**src/rtl/uart_cmd_ctl.sv**
```systemverilog
// Command-frame parser between the UART FIFO user ports and a simple register bus.
// Frames: SYNC,0x01,ADDR,DATA -> ACK ; SYNC,0x02,ADDR -> register byte.
module uart_cmd_ctl #(
    parameter logic [7:0]  SYNC_BYTE   = 8'hA5,
    parameter logic [7:0]  ACK_BYTE    = 8'h06,
    parameter logic [7:0]  NAK_BYTE    = 8'h15,
    parameter int unsigned TIMEOUT_CYC = 1000
) (
    input  logic       clk,
    input  logic       rst,
    input  logic       rx_buf_not_empty,
    input  logic [7:0] rx_get_data,
    output logic       rx_read,
    input  logic       tx_buf_not_full,
    output logic       tx_write,
    output logic [7:0] tx_send_data,
    output logic       reg_we,
    output logic       reg_re,
    output logic [7:0] reg_addr,
    output logic [7:0] reg_wdata,
    input  logic [7:0] reg_rdata,
    output logic       busy,
    output logic       err_nak,
    output logic       err_timeout
);

    localparam int unsigned    CntW     = $clog2(TIMEOUT_CYC + 1);
    localparam logic [CntW-1:0] CntMax  = CntW'(TIMEOUT_CYC);
    localparam logic [7:0]     CmdWrite = 8'h01;
    localparam logic [7:0]     CmdRead  = 8'h02;

    typedef enum logic [2:0] {StIdle, StPop, StCap, StExec, StRdcap, StTxw} state_e;

    state_e          state_q, state_d;
    logic [1:0]      fld_q, fld_d;
    logic            is_read_q, is_read_d;
    logic [7:0]      addr_q, addr_d;
    logic [7:0]      wdata_q, wdata_d;
    logic [7:0]      resp_q, resp_d;
    logic [CntW-1:0] cnt_q, cnt_d;

    logic cmd_ok;
    logic timeout_hit;
    logic nak_hit;

    assign cmd_ok      = (rx_get_data == CmdWrite) || (rx_get_data == CmdRead);
    // Idle gap inside a partial frame has reached the limit.
    assign timeout_hit = (state_q == StIdle) && !rx_buf_not_empty && (fld_q != 2'd0) &&
                         (cnt_q == CntMax);
    assign nak_hit     = (state_q == StCap) && (fld_q == 2'd1) && !cmd_ok;

    always_ff @(posedge clk) begin
        if (!rst) begin
            state_q   <= StIdle;
            fld_q     <= 2'd0;
            is_read_q <= 1'b0;
            addr_q    <= 8'h00;
            wdata_q   <= 8'h00;
            resp_q    <= 8'h00;
            cnt_q     <= '0;
        end else begin
            state_q   <= state_d;
            fld_q     <= fld_d;
            is_read_q <= is_read_d;
            addr_q    <= addr_d;
            wdata_q   <= wdata_d;
            resp_q    <= resp_d;
            cnt_q     <= cnt_d;
        end
    end

    always_comb begin
        state_d   = state_q;
        fld_d     = fld_q;
        is_read_d = is_read_q;
        addr_d    = addr_q;
        wdata_d   = wdata_q;
        resp_d    = resp_q;
        cnt_d     = cnt_q;
        unique case (state_q)
            StIdle: begin
                if (rx_buf_not_empty) begin
                    state_d = StPop;
                end else if (timeout_hit) begin
                    fld_d = 2'd0;
                    cnt_d = '0;
                end else if (fld_q != 2'd0) begin
                    cnt_d = cnt_q + CntW'(1);
                end
            end
            StPop: begin
                cnt_d   = '0;
                state_d = StCap;
            end
            StCap: begin
                state_d = StIdle;
                case (fld_q)
                    2'd0: begin
                        if (rx_get_data == SYNC_BYTE) fld_d = 2'd1;
                    end
                    2'd1: begin
                        if (cmd_ok) begin
                            is_read_d = (rx_get_data == CmdRead);
                            fld_d     = 2'd2;
                        end else begin
                            resp_d  = NAK_BYTE;
                            state_d = StTxw;
                        end
                    end
                    2'd2: begin
                        addr_d = rx_get_data;
                        if (is_read_q) state_d = StExec;
                        else           fld_d   = 2'd3;
                    end
                    default: begin
                        wdata_d = rx_get_data;
                        state_d = StExec;
                    end
                endcase
            end
            StExec: begin
                if (is_read_q) begin
                    state_d = StRdcap;
                end else begin
                    resp_d  = ACK_BYTE;
                    state_d = StTxw;
                end
            end
            StRdcap: begin
                resp_d  = reg_rdata;
                state_d = StTxw;
            end
            StTxw: begin
                if (tx_buf_not_full) begin
                    fld_d   = 2'd0;
                    state_d = StIdle;
                end
            end
            default: state_d = StIdle;
        endcase
    end

    always_comb begin
        rx_read      = (state_q == StPop);
        reg_we       = (state_q == StExec) && !is_read_q;
        reg_re       = (state_q == StExec) && is_read_q;
        tx_write     = (state_q == StTxw) && tx_buf_not_full;
        tx_send_data = resp_q;
        reg_addr     = addr_q;
        reg_wdata    = wdata_q;
        busy         = (fld_q != 2'd0) || (state_q != StIdle);
        err_nak      = nak_hit;
        err_timeout  = timeout_hit;
    end

endmodule

```
**config.mk**
```make
export PLATFORM = sky130hd
export DESIGN_NAME = uart_cmd_ctl
export DESIGN_NICKNAME = d
export VERILOG_FILES = /design/src/rtl/uart_cmd_ctl.sv
export SDC_FILE = /design/constraint.sdc
export NUM_CORES = 1
export LEC_CHECK = 0
export CORE_ASPECT_RATIO = 0.7
export CORE_MARGIN = 1
export CORE_UTILIZATION = 52
export DETAILED_ROUTE_END_ITERATION = 10
export PLACE_DENSITY = 0.93
export SLEW_MARGIN = 10
export SYNTH_ARGS = -nofsm -noshare
export SYNTH_HDL_FRONTEND = slang
export SYNTH_SLANG_ARGS = --single-unit
```
**constraint.sdc**
```tcl
create_clock -name clk -period 4.3 [get_ports clk]
set_input_delay 0.645 -clock clk [delete_from_list [all_inputs] [get_ports clk]]
set_output_delay 0.645 -clock clk [all_outputs]
set_load 0.05 [all_outputs]
```
==> summary.md <==
| Metric | Value |
|---|---|
| Initial drt markers | between 100 and 150 |
| Async set-reset flop share out of synthesis | 0 |
| Post-synthesis cell count | about 240 |
| Vias per inst | between 5 and 6 |
| First-pass GRT wire length | around 7200 um |
| Leakage | ~0.89 nW |
| MaxCap Viol Count | 0 |
| Placed Cells incl. Taps | 333 |
| Worst slew margin | 0.322 |
| Via count | ~1800 |
| Most area-hungry cell type in the Yosys netlist | dfxtp_1 |
| Die W | 76.1 um |
| CTS Buf Count | 5 |
| Main synth FF type | dfxtp_1 |
| Ranking of synthesized cells by area | dfxtp_1, nand2_1, a21boi_0, ha_1, nor2_1 |
| Setup CP Type | input pin to output pin |
| Fmax | 291 MHz |
| DR DRC count | 0 |
| Max incr delay on CP | roughly 0.80 ns |
| Worst setup margin | ~0.86 ns |
| Critical Path Start | rx_buf_not_empty |
| Setup crit end | err_timeout |
| Synthesis Warnings | 0 |
| Clk buf depth | 2 |
| Instance count on the critical path | 5 |
| Number of synthesized flops with an enable pin | 0 |
| Pin count of the biggest net entering global routing | 34 |
| Reg area | between 800 and 900 um2 |
| Port buffer count | 50 |
| Multi-input logic area | approximately 1100 um2 |
| Worst Path Required | between 3 and 4 ns |
| Tmin final | about 3.4 ns |
| Initial antenna violation count | 0 |
| Post-DRT Antenna Nets | 0 |
| Total Power | approximately 0.74 mW |
| Sequential share of the synthesized area | 0.401 |
| Hold WC Path Type | register to register |
| Layout cells sized above 1 | 0.0515 |
| Die Ht | around 54 um |
| Syn avg cell area | 8.25 um2 |
| Synth cell count leaders | nand2_1, dfxtp_1, nor2_1 |
| All-layer global routing usage | 0.228 |
| Largest fanout on the critical path | 4 |
| Final hold viol count | 0 |
| RSZ-0062 raised after global routing | no |
| Clock sinks | 40 |
| Final setup fails | 0 |
| Reg-to-Reg End | cnt_q[9] |
| CTS tree | yes |
| Die area | between 4000 and 5000 um2 |
| Clock Latency Late Sink | approximately 0.29 ns |
| Most numerous cell on the critical path | clkdlybuf4s50_1 |
| Routability cong. | about 0.84 |
| Final non-filler cell total | 341 |
| CP cell instances | clkdlybuf4s50_1 > or4b_1 > nor4_2 > and2_2 > clkdlybuf4s50_1 |
| Cell Area, Synth | 2000 um2 |
| CORE AREA | 3600 um2 |
| Post-synth cell types | 41 |
| Period utilization | 0.800 |
| Syn Nets | 269 |
| Final Net Count | between 300 and 400 |
| # fillers | 290 |
| CP arrival | 2.80 ns |
| Resized cells post-CTS | 0 |
| Max IR drop VDD | between 200 and 300 uV |
| Path depth of the worst reg2reg path | 7 |
| WP buf/inv | 2 |
| Detailed Place HPWL | 3320 um |
| Pre-CTS WS | just under 0.9 ns |
| CP Launch Type | input pin |
| Run status | completed |
| Row count | 18 |
| FF-to-FF setup slack | roughly 2.3 ns |
| Vias in the first global route | ~1600 |
| Initial Utilization | 0.554 |
| Hold_ws | about 0.46 ns |
| Worst r2r src | fld_q[0] |
| GR Overflow Total | 0 |
| Clock slew at reported path FFs | around 0.060 ns |
| Ant diodes | 0 |
| Count leader, synth | nand2_1 |
| Postcts setup bufs | 0 |
| Critical path endpoint category | output pin |
| Routed wire length | about 4400 um |
| Family with the most delay on the worst path | buffers and inverters |
| Pre-antenna DRT Iters | 4 |
| Max stage delay cell, worst path | clkdlybuf4s50_1 |
| Hold buffers post-CTS | 0 |
| Worst-Margin Slew | 1.01 ns |
| Pwr Density | 284 nW/um2 |
| #FFs+latches synth | 40 |
| # IOs | between 50 and 60 |
| Yosys top cell area share | 0.401 |
| Max-slew violation count | 0 |
| Root Buffer | clkbuf_8 |
| Avg WL per Cell | between 10 and 15 um |
| Clock Skews | between 0.007 and 0.008 ns |
| Area growth syn-to-layout | 30.7% |
| H-tree depth | 2 |
| Setup TNS | 0 ns |
metal layers:
metal	share of wire	global-route usage
met1	0.50	0.310
met5	0	0
met2	0.44	0.373
met3	0.052	0.0576
met4	0.0077	0.0481
worst min path at each step:
stage	start	end	slack, ns	cells after the start
detailed placement	tx_send_data[1]	tx_send_data[1]	0.46	2
floorplan	fld_q[1]	fld_q[1]	0.47	2
finish	tx_send_data[1]	tx_send_data[1]	0.46	2
CTS	tx_send_data[1]	tx_send_data[1]	0.47	2
global placement	tx_send_data[2]	tx_send_data[2]	0.43	2
global route	tx_send_data[1]	tx_send_data[1]	0.49	2
logic make-up (layout without fill, tap and decap cells):
kind of cell / count (synthesis) / in the layout / share of synthesized area
mux: 3 / 3 / 0.0150
buf+inv: 19 / 68 / 0.0388
compound gates: 46 / 46 / 0.160
flops: 40 / 40 / 0.401
simple gates: 117 / 117 / 0.298
fa+ha+maj: 7 / 7 / 0.0439
xor+xnor: 10 / 10 / 0.0439
power breakdown:
group          total (mW)  leakage [nW]  switching, mW  internal [mW]
registers           0.386         0.323         0.0105          0.376
logic               0.105         0.522         0.0576         0.0474
clock network       0.249        0.0455          0.118          0.131
area by class of cell:
type	count	area share
Multi-Input combinational cell	183	0.429
Clock buffer	8	0.0345
Timing Repair Buffer	50	0.192
Sequential cell	40	0.307
Tap cell	50	0.0240
Inverter	10	0.0144
cells in the final DEF, fill, tap and decap left out, types with 7 or more instances in the layout:
cell,n
xnor2_1,7
nand3_1,8
nand2_1,44
clkdlybuf4s50_1,50
nor3_1,7
a21boi_0,17
ha_1,7
inv_1,10
nor2_1,20
a21oi_1,9
dfxtp_1,40
flip-flops by register name, summed over array words and instances (netlist names):
name / flops
is_read_q: 1
cnt_q: 10
fld_q: 2
reg_addr: 8
tx_send_data: 8
state_q: 3
reg_wdata: 8
tightest hold or removal path, cell delays in order (launching register included):
cell and delay (ns):
dfxtp_1 0.31, nand2_1 0.05, a21boi_0 0.06
through the flow:
stage	util	area, um2
after detailed placement	0.699	2520
after floorplan	-	2000
final	0.724	2610
after global placement	0.699	2520
after global routing	0.724	2610
after CTS	0.724	2610
Power figures use the tool's default switching activity.
==> edit, RTL diff (same settings) <==
Encoding of `state_e`: now one-hot (6 bits for 6 states).
--- a/src/rtl/uart_cmd_ctl.sv
+++ b/src/rtl/uart_cmd_ctl.sv
@@ -29,7 +29,7 @@
     localparam logic [7:0]     CmdWrite = 8'h01;
     localparam logic [7:0]     CmdRead  = 8'h02;
 
-    typedef enum logic [2:0] {StIdle, StPop, StCap, StExec, StRdcap, StTxw} state_e;
+    typedef enum logic [5:0] {StIdle = 6'b000001, StPop = 6'b000010, StCap = 6'b000100, StExec = 6'b001000, StRdcap = 6'b010000, StTxw = 6'b100000} state_e;
 
     state_e          state_q, state_d;
     logic [1:0]      fld_q, fld_d;
Behaviour: same outputs for any inputs over 10 cycles, from zero or initial values and one cycle with rst low; not proved beyond that.
==> edit against the unedited design <==
First-iteration DRC count up 62%; worst setup slack worse by 0.021 ns; power up 8.0%; wire length up 27%; synthesized area up 8.8%; sequential cell count up 3; cell area up 6.2%; sequential power up 6.7%; combinational power up 19%; global-route usage up 3.3 points; synthesized cell count up 6.2%; hold slack worse by 0.0064 ns; critical endpoint is now err_nak; largest cell class unchanged.
==> edit: results (changes against the unedited design) <==
[sta]
setup_slack_ns = 0.839  ; -0.0205 ns
worst_slew_pin_slew_ns = 0.936  ; -0.0779 ns
whs_ns = 0.457  ; -0.00645 ns

[final_layout]
fin_cells = 356  ; +4.4%
drive_above_1_share_pct = 6.58  ; +1.4 points
n_fill_cell = 317  ; +9.3%
final_net_count = 330  ; +4.1%

[critical_path]
path_max_fanout = 5  ; +1
cp-endpoint = err_nak
worst_r2r_path_depth = 5  ; -2
reg2reg_slack_ns = 1.67  ; -0.60 ns
reg2reg_from = state_q[4]
worstPathArrival_ns = 2.82  ; +0.02 ns
r2r-end = reg_addr[6]

[routing]
wl_met2_um = 2430  ; +26%
drtIter0Drc = 231  ; +62%
num_vias = 2050  ; +14%
drtPass1Iterations = 6  ; +2
drt_wl_total_um = 5620  ; +27%
wl_met1_um = 2670  ; +20%

[yosys]
synth.area.mux_share_pct = 3.68  ; +2.2 points
seq_area_frac_synth_pct = 39.6  ; -0.49 points
synth_common_cells = dfxtp_1 (43), nor2_1 (30), nand2_1 (23)
synth_nets = 284  ; +5.6%
netlist_top_cells_area = dfxtp_1 (40%), nor2_1 (5.2%), ha_1 (4.0%)
synth_compound_area_share_pct = 17.4  ; +1.5 points
synth_fa_ha_area_share_pct = 4.03  ; -0.36 points

[pwr]
ir_drop_mv = 0.159  ; -41%
power_leakage_nw = 1.01  ; +14%

[placed_design]
dp_hpwl_um = 4060  ; +22%
dpl.cell_count = 348  ; +4.5%
placed_area_um2 = 2680  ; +6.3%

[global_route]
grt_pass1_vias = 1865  ; +20%
grt_use_met1_pct = 37.3  ; +6.3 points
grt_use_met3_pct = 6.72  ; +0.96 points
groute.usage.overall_pct = 26.1  ; +3.3 points
grt_pass1_wl_um = 8850  ; +22%
grt_max_degree = 31  ; -8.8%

[outcome]
status = finished, final reports clean

[worst_hold_path]
min_to = tx_send_data[2]

[edit: cell types whose count changed after synthesis, sizes merged, moves of 5 or more]
cell and delta:
a21boi -17, a21oi +8, and2 -7, mux2i +5
nand2 -21, nand3 +8, nor2 +10, nor4 +5
[edit: final cells by class]
| type | instances | area, µm² | share of cell area [%] |
|---|---|---|---|
| multi-input cells | 190 | 1200 | 43.4 |
| flip-flops and latches | 43 | 861 | 31.0 |
| repair buffers | 50 | 500 | 18.1 |
| clock buffers | 5 | 68.8 | 2.48 |
| well taps | 52 | 65.1 | 2.35 |
| inverters | 13 | 48.8 | 1.76 |
| clock inverters | 3 | 25.0 | 0.903 |
[edit: power by group through the flow]
stage / combinational [mW] / sequential [mW] / clock [mW]
after floorplan: 0.0867 / 0.416 / 0
final: 0.125 / 0.412 / 0.263
after CTS: 0.122 / 0.412 / 0.268
after global routing: 0.132 / 0.413 / 0.290
after detailed placement: 0.121 / 0.421 / 0
after global placement: 0.119 / 0.421 / 0
